$ cat config.mk
export PLATFORM = sky130hd
export DESIGN_NAME = readout_shift_ctrl
export DESIGN_NICKNAME = d
export VERILOG_FILES = /design/src/rtl/readout_pkg.sv /design/src/rtl/chunk_fifo.sv /design/src/rtl/readout_shift_ctrl.sv
export SDC_FILE = /design/constraint.sdc
export NUM_CORES = 1
export LEC_CHECK = 0
export ABC_CLOCK_PERIOD_IN_PS = 8300
export CORE_MARGIN = 5
export CORE_UTILIZATION = 45
export CTS_CLUSTER_DIAMETER = 60
export DETAILED_ROUTE_END_ITERATION = 7
export GPL_TIMING_DRIVEN = 0
export PLACE_DENSITY = 0.71
export SLEW_MARGIN = 40
export SYNTH_ARGS = -nofsm -noshare
export SYNTH_HDL_FRONTEND = slang
export SYNTH_HIERARCHICAL = 1
export SYNTH_SLANG_ARGS = --single-unit
export TNS_END_PERCENT = 100
$ cat constraint.sdc
create_clock -name clk -period 8.3 [get_ports clk]
set_clock_uncertainty 0.1 [all_clocks]
set_input_delay 1.245 -clock clk [delete_from_list [all_inputs] [get_ports clk]]
set_output_delay 1.245 -clock clk [all_outputs]
set_load 0.01 [all_outputs]
$ cat src/rtl/readout_pkg.sv
// Shared definitions for the readout shift sequencer: controller state
// encoding, default geometry and a helper for counter sizing.
package readout_pkg;

  typedef enum logic [1:0] {
    IDLE,
    SHIFT,
    LOAD
  } state_t;

  localparam int unsigned DEF_WIDTH = 512;
  localparam int unsigned DEF_CHUNK = 8;
  localparam int unsigned DEF_CNT_W = 16;

  // Width of a down-counter spanning 0..w-1 (never narrower than one bit).
  function automatic int unsigned cnt_width(input int unsigned w);
    return (w > 1) ? $clog2(w) : 1;
  endfunction

endpackage

$ cat src/rtl/chunk_fifo.sv
// Two-entry FIFO buffering input words ahead of the serializer.
// Ports:
//   clk, reset_n  clock / asynchronous active-low reset
//   push, wdata   write request and data (ignored while full)
//   pop           read request (ignored while empty)
//   rdata         head-of-queue word (valid while !empty)
//   full, empty   occupancy flags
module chunk_fifo #(
  parameter int unsigned DW = 8
) (
  input  logic          clk,
  input  logic          reset_n,
  input  logic          push,
  input  logic [DW-1:0] wdata,
  input  logic          pop,
  output logic [DW-1:0] rdata,
  output logic          full,
  output logic          empty
);

  logic [DW-1:0] mem [2];
  logic          wr_ptr;
  logic          rd_ptr;
  logic [1:0]    count;
  logic          push_ok;
  logic          pop_ok;

  assign full    = (count == 2'd2);
  assign empty   = (count == 2'd0);
  assign push_ok = push && !full;
  assign pop_ok  = pop && !empty;
  assign rdata   = mem[rd_ptr];

  always_ff @(posedge clk or negedge reset_n) begin
    if (!reset_n) begin
      wr_ptr <= 1'b0;
      rd_ptr <= 1'b0;
      count  <= '0;
    end else begin
      if (push_ok) wr_ptr <= ~wr_ptr;
      if (pop_ok)  rd_ptr <= ~rd_ptr;
      case ({push_ok, pop_ok})
        2'b10:   count <= count + 2'd1;
        2'b01:   count <= count - 2'd1;
        default: count <= count;
      endcase
    end
  end

  // Storage carries no reset; contents are only observed while non-empty.
  always_ff @(posedge clk) begin
    if (push_ok) mem[wr_ptr] <= wdata;
  end

endmodule

$ cat src/rtl/readout_shift_ctrl.sv
// Sequencer feeding a free-running SIPO shift register. Buffers CHUNK-bit
// words, serializes them MSB-first on shift_in and strobes load right after
// the last of WIDTH bits so the shift register captures one full frame.
// Ports:
//   clk, reset_n            clock / asynchronous active-low reset
//   enable                  allows new frames to start
//   clr_status              clears underrun_flag (a new underrun wins)
//   in_data/in_valid/in_ready  word input stream
//   shift_in, load          serial bit and capture strobe to shift register
//   busy                    controller not idle
//   frame_done              pulse with load
//   underrun, underrun_flag abort pulse and sticky status
//   frame_count             completed frames, wrapping
module readout_shift_ctrl
  import readout_pkg::*;
#(
  parameter int unsigned WIDTH = DEF_WIDTH,
  parameter int unsigned CHUNK = DEF_CHUNK,
  parameter int unsigned CNT_W = DEF_CNT_W
) (
  input  logic             clk,
  input  logic             reset_n,
  input  logic             enable,
  input  logic             clr_status,
  input  logic [CHUNK-1:0] in_data,
  input  logic             in_valid,
  output logic             in_ready,
  output logic             shift_in,
  output logic             load,
  output logic             busy,
  output logic             frame_done,
  output logic             underrun,
  output logic             underrun_flag,
  output logic [CNT_W-1:0] frame_count
);

  localparam int unsigned BW = cnt_width(WIDTH);
  localparam int unsigned WB = cnt_width(CHUNK);
  localparam logic [BW-1:0] BIT_LAST  = BW'(WIDTH - 1);
  localparam logic [WB-1:0] WBIT_LAST = WB'(CHUNK - 1);

  if (WIDTH % CHUNK != 0) begin : g_bad_geometry
    $error("readout_shift_ctrl: WIDTH must be a multiple of CHUNK");
  end

  state_t           state, state_n;
  logic [BW-1:0]    bit_cnt, bit_cnt_n;
  logic [WB-1:0]    wbit, wbit_n;
  logic [CHUNK-1:0] word, word_n;
  logic             sin_n, load_n, und_n, pop;
  logic [CHUNK-1:0] head;
  logic             full, empty;

  // in_ready is held low while reset is asserted so every output reads 0.
  assign in_ready = ~full & reset_n;
  assign busy     = (state != IDLE);

  chunk_fifo #(.DW(CHUNK)) u_fifo (
    .clk     (clk),
    .reset_n (reset_n),
    .push    (in_valid && in_ready),
    .wdata   (in_data),
    .pop     (pop),
    .rdata   (head),
    .full    (full),
    .empty   (empty)
  );

  // Next-state values are computed for the *outputs* so that the registered
  // shift_in bit lines up with the cycle the state register says SHIFT.
  // bit_cnt and wbit index the bit currently on shift_in.
  always_comb begin
    state_n   = state;
    bit_cnt_n = bit_cnt;
    wbit_n    = wbit;
    word_n    = word;
    load_n    = 1'b0;
    und_n     = 1'b0;
    pop       = 1'b0;
    case (state)
      IDLE, LOAD: begin
        state_n = IDLE;
        if (enable && !empty) begin
          pop       = 1'b1;
          word_n    = head;
          wbit_n    = WBIT_LAST;
          bit_cnt_n = BIT_LAST;
          state_n   = SHIFT;
        end
      end
      SHIFT: begin
        if (bit_cnt == '0) begin
          state_n   = LOAD;
          load_n    = 1'b1;
          bit_cnt_n = BIT_LAST;
        end else if (wbit == '0) begin
          if (!empty) begin
            pop       = 1'b1;
            word_n    = head;
            wbit_n    = WBIT_LAST;
            bit_cnt_n = bit_cnt - BW'(1);
          end else begin
            und_n     = 1'b1;
            state_n   = IDLE;
            bit_cnt_n = BIT_LAST;
          end
        end else begin
          word_n    = word << 1;
          wbit_n    = wbit - WB'(1);
          bit_cnt_n = bit_cnt - BW'(1);
        end
      end
      default: state_n = IDLE;
    endcase
    sin_n = (state_n == SHIFT) ? word_n[CHUNK-1] : 1'b0;
  end

  always_ff @(posedge clk or negedge reset_n) begin
    if (!reset_n) begin
      state         <= IDLE;
      bit_cnt       <= BIT_LAST;
      wbit          <= WBIT_LAST;
      word          <= '0;
      shift_in      <= 1'b0;
      load          <= 1'b0;
      frame_done    <= 1'b0;
      underrun      <= 1'b0;
      underrun_flag <= 1'b0;
      frame_count   <= '0;
    end else begin
      state      <= state_n;
      bit_cnt    <= bit_cnt_n;
      wbit       <= wbit_n;
      word       <= word_n;
      shift_in   <= sin_n;
      load       <= load_n;
      frame_done <= load_n;
      underrun   <= und_n;
      if (und_n)           underrun_flag <= 1'b1;
      else if (clr_status) underrun_flag <= 1'b0;
      if (load_n) frame_count <= frame_count + CNT_W'(1);
    end
  end

endmodule

==> flow_summary.ini <==
[global_route]
grt_pass1_vias = 1862
grt_pass1_wl_um = 8611
antenna_found_initial = 0
grt_overflow_total = 0
grt_use_total = 0.1448
grt_max_degree = 28

[floorplan]
die_w_um = 88.48
pin_count = 36
start_util = 0.4653
coreArea_um2 = 5956
die-area_um2 = 7828
num_rows = 28
die_y_um = 88.48

[synthesis]
syn_nets = 251
synthDistinctLibCells = 53
yosysTopAreaCellShare = 0.2980
ys_seq_area_frac = 0.5851
syn_avg_cell_area_um2 = 11.89
yosys_most_used_dff = dfrtp_1
async_flop_share = 0.7377
synth_warnings = 6
synth_edf_count = 16
ys_seq_elements = 61
yosys.area.top_type = dfrtp_1
synth_area_um2 = 2771
synthTopCellsByArea = dfrtp_1 30%, edfxtp_1 17%, dfstp_2 11%
syn-instance-count = 233

[layout]
syn_to_final_growth_pct = 22.89
layout-drive-gt1-share = 0.1684
regArea_um2 = 1622
diodes = 0
fillers = 531
final_nets = 298
instances_no_fill = 360
fin_util = 0.5718
multiInputGateArea_um2 = 1044

[clock_tree]
postCtsHoldBufs = 0
cts_buffers = 9
clock-root-buffer = clkbuf_8
cts_sinks = 61
worstSkewPairLatency_ps = 320
ctsResizeCount = 0
postCtsSetupBuffers = 0
cts_max_path_buffers = 2
cts_tree = built
htree_levels = 3
path_clk_slew_ps = 60

[timing]
fin_tns_setup_ps = 0
clock.fmax_mhz = 261.7
rsz0062_at_grt = false
fin_crit_sh = 0.4603
final.setup.worst_slack_ps = 4480
report.final.hold_viol_count = 0
tightest_slew_ps = 703.7
fin_crit_ps = 3820
max_slew_margin = 0.5292
finalMaxSlewViolations = 0
finalSetupViolations = 0

[power]
irDropWorstVdd_mv = 0.1125
p_leak_nw = 1.396
finalPower_uw = 896.6
power_density_nw_per_um2 = 263.3

[critical_path]
cp-start-kind = primary input
arrival_ps = 2480
crit_path_end_kind = output port
path_cells = buf_4 > buf_12 > nor2b_1 > clkdlybuf4s50_1
crit_fanout = 27
crit_type = primary input to output port
max_stage_delay_ps = 550
worstPathRequired_ps = 6950
cp_slowest_cell = clkdlybuf4s50_1

[placed_design]
dp.cells = 344
port_buffers = 35
gp_congestion = 0.7595
dpl_worst_slack_ps = 4434
post-dp-hpwl_um = 3616

[min_path]
hold_path_class = flip-flop to flip-flop

[detailed_routing]
dr_total_vias = 1897
detail_route.wl_per_cell_um = 13.74
via_per_inst = 5.269
wirelength_um = 4948
drt-initial-drc-count = 89
drc = 0
final_antenna_net_count = 0
dr.pass1.iters = 5

[run_status]
status = finished clean

[flow_run]
cap_violations = 0
[report_power, final]
part | switching (mW) | leakage (nW) | internal [mW]
clock network | 0.103 | 0.0905 | 0.124
logic | 0.126 | 0.591 | 0.111
registers | 0.0405 | 0.715 | 0.392
[synth_stat cells (all sizes together), types with 2 or more instances]
master and instances:
xnor2 16, buf 4, edfxtp 16, nand2 21, nor2 10, nand3 12, ha 5, nor2b 4
or4b 2, o211ai 3, xor2 9, inv 15, nand2b 3, nor3 5, nand4 6, and3 4
dfrtp 33, o21ai 5, or3 2, nor4 3, clkbuf 4, mux2 9, dfstp 12, o221ai 6
or4 2, a21oi 3
[routing by layer]
layer | GRT usage | vias up | part of all wire
met4 | 0.07830 | 0 | 0.023
met1 | 0.1904 | 929 | 0.47
met5 | 0 | - | 0
met2 | 0.2203 | 29 | 0.47
li1 | - | 928 | -
met3 | 0.03631 | 11 | 0.040
[sequential cells by signal, indices dropped and copies added (netlist names), 2 cells and up]
signal	count
word	7
state	2
wbit	3
bit_cnt	9
u_fifo/mem	16
frame_count	16
u_fifo/count	2
[critical path: cells and delay by family]
kind                   cells  cell delay, ps
buffers and inverters      3            1020
and+or+nand+nor            1             180
[cells in the final DEF (no fill, tap or decap), drive strengths merged, types with 9 or more instances in the layout]
cell and instances:
clkdlybuf4s50 34, dfrtp 33, nand2 21, clkbuf 18
xnor2 16, edfxtp 16, inv 15, nand3 12
dfstp 12, nor2 10, xor2 9, mux2 9
[area by class of cell]
cell class | count | area share
well taps | 75 | 0.02755
clock buffers | 14 | 0.04776
multi-input cells | 149 | 0.3064
inverters | 15 | 0.01653
plain buffers | 8 | 0.01470
clock inverters | 2 | 0.002939
repair buffers | 36 | 0.1080
flip-flops and latches | 61 | 0.4761
[cell families (layout without fill, tap and decap cells)]
| kind of cell | Yosys count | count (layout) | synth area share |
|---|---|---|---|
| AND/OR/NAND/NOR | 82 | 82 | 0.1621 |
| buffers and inverters | 23 | 75 | 0.03837 |
| adder cells (fa/ha/maj) | 5 | 5 | 0.02257 |
| flip-flops | 61 | 61 | 0.5851 |
| multiplexers | 9 | 9 | 0.03657 |
| XOR/XNOR | 25 | 25 | 0.07901 |
| AO/OA/AOI/OAI | 28 | 28 | 0.07630 |
[stage by stage]
step	cell area, um^2	hold WS [ps]
global route	3406	380.4
CTS	3406	372.7
finish	3406	367.3
detailed placement	3233	364.3
global placement	3216	354.9
floorplan	2771	354.2
[worst paths after layout]
| kind | slack, ps | cells past startpoint | from | to |
|---|---|---|---|---|
| max | 4480 | 4 | reset_n | in_ready |
| min | 370 | 1 | frame_count[15] | frame_count[15] |
| max reg2reg | 5170 | 11 | bit_cnt[0] | u_fifo/count[1] |
| min reg2reg | 370 | 1 | frame_count[15] | frame_count[15] |
| max in group asynchronous | 6910 | 2 | reset_n | bit_cnt[1] |
| min in group asynchronous | 690 | 1 | reset_n | frame_count[13] |
Power figures use the tool's default switching activity.
